**src/rtl/alu16_drv_pkg.sv**
```systemverilog
// Shared types and constants for the alu_16 request-side driver.
package alu16_drv_pkg;

  typedef enum logic [1:0] {
    IDLE = 2'd0,
    WAIT = 2'd1,
    RESP = 2'd2
  } drvState_e;

  localparam logic [1:0] CLASS_ARITH   = 2'b00;
  localparam logic [1:0] CLASS_LOGIC   = 2'b01;
  localparam logic [1:0] CLASS_SHIFT   = 2'b10;
  localparam logic [1:0] CLASS_ILLEGAL = 2'b11;

  localparam int A_MSB = 31;
  localparam int A_LSB = 16;
  localparam int B_MSB = 15;
  localparam int B_LSB = 0;

  function automatic logic isIllegalClass(input logic [4:0] sel);
    return sel[4:3] == CLASS_ILLEGAL;
  endfunction

endpackage

```
**src/rtl/alu_16_driver.sv**
```systemverilog
// Sequencer that issues one operation to alu_16, waits out its latency and returns the result.
// Optional build macro ALU16_DRV_CLASS_CHECK_EN answers class-11 requests with an error instead of issuing them.
module alu_16_driver
  import alu16_drv_pkg::*;
#(
  parameter int ALU_LATENCY = 1
) (
  input  logic        clk,
  input  logic        rst,
  input  logic        req_valid,
  output logic        req_ready,
  input  logic [15:0] req_a,
  input  logic [15:0] req_b,
  input  logic [4:0]  req_sel,
  output logic [31:0] alu_packed_in,
  output logic [4:0]  alu_sel,
  input  logic [31:0] alu_packed_out,
  output logic        rsp_valid,
  input  logic        rsp_ready,
  output logic [31:0] rsp_data,
  output logic [4:0]  rsp_sel,
  output logic        rsp_err,
  output logic        busy,
  output logic [15:0] op_count
);

  localparam logic [3:0] LAT_LOAD = 4'(ALU_LATENCY);

  drvState_e   state_q, state_d;
  logic [3:0]  latCnt_q, latCnt_d;
  logic [31:0] aluIn_q, aluIn_d;
  logic [4:0]  aluSel_q, aluSel_d;
  logic [31:0] rspData_q, rspData_d;
  logic [4:0]  rspSel_q, rspSel_d;
  logic        rspErr_q, rspErr_d;
  logic [15:0] opCount_q, opCount_d;
  logic        illegalReq;

`ifdef ALU16_DRV_CLASS_CHECK_EN
  assign illegalReq = isIllegalClass(req_sel);
`else
  assign illegalReq = 1'b0;
`endif

  always_comb begin
    state_d   = state_q;
    latCnt_d  = latCnt_q;
    aluIn_d   = aluIn_q;
    aluSel_d  = aluSel_q;
    rspData_d = rspData_q;
    rspSel_d  = rspSel_q;
    rspErr_d  = rspErr_q;
    opCount_d = opCount_q;
    case (state_q)
      IDLE: begin
        if (req_valid) begin
          rspSel_d = req_sel;
          rspErr_d = 1'b0;
          // An illegal class skips the ALU entirely, so its bus keeps the previous operands
          if (illegalReq) begin
            rspData_d = '0;
            rspErr_d  = 1'b1;
            state_d   = RESP;
          end else begin
            aluIn_d[A_MSB:A_LSB] = req_a;
            aluIn_d[B_MSB:B_LSB] = req_b;
            aluSel_d             = req_sel;
            latCnt_d             = LAT_LOAD;
            state_d              = WAIT;
          end
        end
      end
      WAIT: begin
        if (latCnt_q == 4'd0) begin
          rspData_d = alu_packed_out;
          state_d   = RESP;
        end else begin
          latCnt_d = latCnt_q - 4'd1;
        end
      end
      RESP: begin
        if (rsp_ready) begin
          opCount_d = opCount_q + 16'd1;
          state_d   = IDLE;
        end
      end
      default: state_d = IDLE;
    endcase
  end

  always_ff @(posedge clk) begin
    if (rst) begin
      state_q   <= IDLE;
      latCnt_q  <= '0;
      aluIn_q   <= '0;
      aluSel_q  <= '0;
      rspData_q <= '0;
      rspSel_q  <= '0;
      rspErr_q  <= 1'b0;
      opCount_q <= '0;
    end else begin
      state_q   <= state_d;
      latCnt_q  <= latCnt_d;
      aluIn_q   <= aluIn_d;
      aluSel_q  <= aluSel_d;
      rspData_q <= rspData_d;
      rspSel_q  <= rspSel_d;
      rspErr_q  <= rspErr_d;
      opCount_q <= opCount_d;
    end
  end

  assign req_ready     = (state_q == IDLE) && !rst;
  assign busy          = (state_q != IDLE);
  assign rsp_valid     = (state_q == RESP);
  assign alu_packed_in = aluIn_q;
  assign alu_sel       = aluSel_q;
  assign rsp_data      = rspData_q;
  assign rsp_sel       = rspSel_q;
  assign rsp_err       = rspErr_q;
  assign op_count      = opCount_q;

endmodule
```
**config.mk**
```make
export PLATFORM = sky130hd
export DESIGN_NAME = alu_16_driver
export DESIGN_NICKNAME = d
export VERILOG_FILES = /design/src/rtl/alu16_drv_pkg.sv /design/src/rtl/alu_16_driver.sv
export SDC_FILE = /design/constraint.sdc
export NUM_CORES = 1
export LEC_CHECK = 0
export ABC_AREA = 1
export CAP_MARGIN = 20
export CORE_MARGIN = 10
export CORE_UTILIZATION = 37
export CTS_CLUSTER_SIZE = 28
export DETAILED_ROUTE_END_ITERATION = 10
export GPL_TIMING_DRIVEN = 0
export PLACE_DENSITY = 0.76
export SETUP_SLACK_MARGIN = 0.05
export SLEW_MARGIN = 25
export SYNTH_ARGS = -nofsm -noshare
export SYNTH_HDL_FRONTEND = slang
export SYNTH_SLANG_ARGS = --single-unit
```
**constraint.sdc**
```tcl
create_clock -name clk -period 1.2 [get_ports clk]
set_input_delay 0.18 -clock clk [delete_from_list [all_inputs] [get_ports clk]]
set_output_delay 0.18 -clock clk [all_outputs]
set_load 0.02 [all_outputs]
```
==> flow_metrics.env <==
export IMPL_first_pass_iters=4
export IMPL_status="complete, but fails checks"
export IMPL_wl_per_cell_um=15.42
export IMPL_insertedDiodeCount=0
export IMPL_fin_skew_ns=0.01168
export IMPL_rows=35
export IMPL_num_io_pins=167
export IMPL_fill_cells=825
export IMPL_drcViolationCount=0
export IMPL_finalNetCount=756
export IMPL_hold_violations=0
export IMPL_finalWorstSetupSlack_ns=-0.08449
export IMPL_core_mm2=0.009328
export IMPL_hp_start="rst"
export IMPL_viasPerCell=4.704
export IMPL_holdCritPathClass="input pin to flop"
export IMPL_die_x_um=118.3
export IMPL_io_buffers=165
export IMPL_syn_area_mm2=0.003577
export IMPL_report_final_slew_viol_count=0
export IMPL_dieArea_mm2=0.01400
export IMPL_required_ns=1.44
export IMPL_cts_sinks=91
export IMPL_drv_cap=0
export IMPL_synth_cell_type_count=30
export IMPL_path_clk_slew_ns=0.09
export IMPL_power_leakage_uw=0.002661
export IMPL_seq_area_frac_synth_pct=50.93
export IMPL_clock_path_buffers=2
export IMPL_violations="negative setup slack"
export IMPL_r2r_end="rsp_data[8]"
export IMPL_grt_first_pass_wirelength_um=19190
export IMPL_cts_buffers=9
export IMPL_grt_pass1_vias=3799
export IMPL_final_layout_size_suffix_gt1_share_pct=40.15
export IMPL_p_per_area_mw_per_mm2=1356
export IMPL_fmax_mhz=778.5
export IMPL_start_kind="flop"
export IMPL_initial_utilization_pct=38.35
export IMPL_htree_levels=3
export IMPL_synth_seq_cells=91
export IMPL_placed_cells=769
export IMPL_min_to="op_count[3]"
export IMPL_yosys_warnings=0
export IMPL_instances_no_fill=814
export IMPL_cts_tree="done"
export IMPL_setup_worst_path_class="flop to flop"
export IMPL_ys_async_sr_fraction_pct=0
export IMPL_antenna_found_initial=0
export IMPL_synthCells=475
export IMPL_postLayoutCoreUtil_pct=64.01
export IMPL_place_gp_congestion=0.8270
export IMPL_synth_ff_type="dfxtp_1"
export IMPL_drt_iter0_drc=157
export IMPL_cp_arrival_ns=1.53
export IMPL_synth_edf_count=0
export IMPL_cp_end_kind="flop"
export IMPL_reg2reg_from="latCnt_q[1]"
export IMPL_route_vias_total=3829
export IMPL_syn_avg_cell_area_um2=7.531
export IMPL_hold_depth=3
export IMPL_syn_nets=551
export IMPL_vdd_drop_max_mv=0.8778
export IMPL_ff2ff_path_depth=8
export IMPL_die_h_um=118.3
export IMPL_overflow=0
export IMPL_period_share_pct=107.0
export IMPL_dp_hpwl_um=9096
export IMPL_rsz0062_at_grt="yes"
export IMPL_grt_max_degree=15
export IMPL_grt_use_total_pct=16.37
export IMPL_wl_um=12560
export IMPL_critPathMaxFanout=8
export IMPL_fin_crit_ns=1.284
export IMPL_final_setup_viol_count=43
export IMPL_clkLatencyLatePin_ns=0.35
export IMPL_cts_root_buf="clkbuf_8"
export IMPL_ant_nets=0
export IMPL_syn_to_final_growth_pct=66.91
export IMPL_rrSetupSlack_ns=-0.08
-- kinds of logic (layout without fill, tap and decap cells) --
kind of cell	count (synthesis)	count (layout)	synth area share [%]
xor+xnor	1	1	0.2449
simple gates	233	233	26.97
other cells	1	1	0.1048
fa+ha+maj	3	3	1.049
flops	91	91	50.93
compound gates	90	90	13.05
buf+inv	56	266	7.660
-- worst max-delay path, cell delays in order (launching register included) --
cell and delay, ns:
dfxtp_2 0.34, inv_2 0.08, ha_4 0.14, nand2_4 0.05, nor2_4 0.18, inv_4 0.11
buf_6 0.15, nor2_2 0.08, nor2_1 0.05
-- through the flow --
stage	worst slack (ns)	area (um2)	hold WS, ns	setup TNS (ns)	total power [uW]
2_1_floorplan	-0.02193	3611	0.3149	-0.02193	4655
3_3_place_gp	-0.8562	5424	0.4628	-37.71	5697
3_5_place_dp	-0.9000	5424	0.4721	-41.45	5765
4_1_cts	-0.1004	5802	0.3667	-2.811	7897
5_1_grt	-0.1900	5971	0.3679	-7.262	8531
6_report	-0.08449	5971	0.3439	-2.705	8095
-- routing by layer --
layer	GRT usage [%]	part of all wire, %
met1	17.33	40
met5	0	0
met4	4.096	1.2
met3	7.235	8.9
met2	29.03	50
-- cells in the final DEF (no fill, tap or decap), types with 4 or more instances in the layout --
master	n
nor2_1	136
nand4_1	4
nand2_2	6
nor2_2	30
inv_4	6
dfxtp_1	70
clkdlybuf4s50_1	71
o21ai_1	12
inv_2	5
dfxtp_4	4
nand3_1	5
clkbuf_1	5
nor2_4	8
nand3_2	4
nand2_1	30
buf_2	85
inv_1	17
a21oi_1	6
dfxtp_2	17
buf_6	22
o21ai_0	43
o21ai_2	17
clkbuf_8	12
buf_4	26
-- cell usage after synthesis, types with 2 or more instances --
| master | number | area, um2 |
|---|---|---|
| inv_2 | 5 | 18.77 |
| buf_6 | 3 | 33.78 |
| buf_4 | 8 | 60.06 |
| inv_1 | 22 | 82.58 |
| nor2_4 | 3 | 33.78 |
| nor3_1 | 3 | 15.01 |
| nor2_2 | 4 | 25.02 |
| nand2_1 | 38 | 142.6 |
| clkbuf_1 | 9 | 33.78 |
| a211oi_1 | 2 | 15.01 |
| buf_2 | 8 | 40.04 |
| a21oi_1 | 9 | 45.04 |
| dfxtp_1 | 91 | 1822 |
| nand3_1 | 10 | 50.05 |
| nor2_1 | 167 | 626.9 |
| nand4_1 | 4 | 25.02 |
| o21ai_0 | 69 | 345.3 |
| o21ai_1 | 5 | 25.02 |
| o21a_1 | 2 | 15.01 |
| ha_1 | 3 | 37.54 |
-- flip-flops by register name, summed over array words and instances (netlist names) --
register	cells
rsp_sel	5
alu_packed_in	32
latCnt_q	4
op_count	16
state_q	2
rsp_data	32
-- what timing repair did --
item	4_1_cts	5_1_grt
setup endpoints to repair	176	133
hold buffers	0	0
setup buffers	13	9
pin swaps	14	21
cloned	3	4
gates resized for setup	419	157
-- power breakdown --
group / total (uW) / internal [uW] / switching (uW)
sequential: 3510 / 3340 / 174
combinational: 2500 / 1130 / 1370
clock: 2080 / 1020 / 1060
-- how the worst max path moves through the flow --
stage / start / endpoint / slack [ns] / cells after the start
floorplan: op_count[7] / op_count[14] / -0.02 / 7
global placement: rst / req_ready / -0.86 / 4
detailed placement: rst / req_ready / -0.90 / 4
CTS: latCnt_q[1] / rsp_data[19] / -0.10 / 8
global route: latCnt_q[1] / rsp_data[16] / -0.19 / 8
finish: latCnt_q[1] / rsp_data[8] / -0.08 / 8
-- layout make-up --
cell class	instances	area [um2]	area share [%]
buffer	29	291.5	4.883
clock buffer	12	145.1	2.431
clock inverter	4	48.80	0.8173
inverter	27	113.9	1.907
multi-input combinational	328	1810	30.32
sequential	91	1858	31.12
tap	129	161.4	2.703
timing repair buffer	194	1541	25.82
Power figures use the tool's default switching activity.
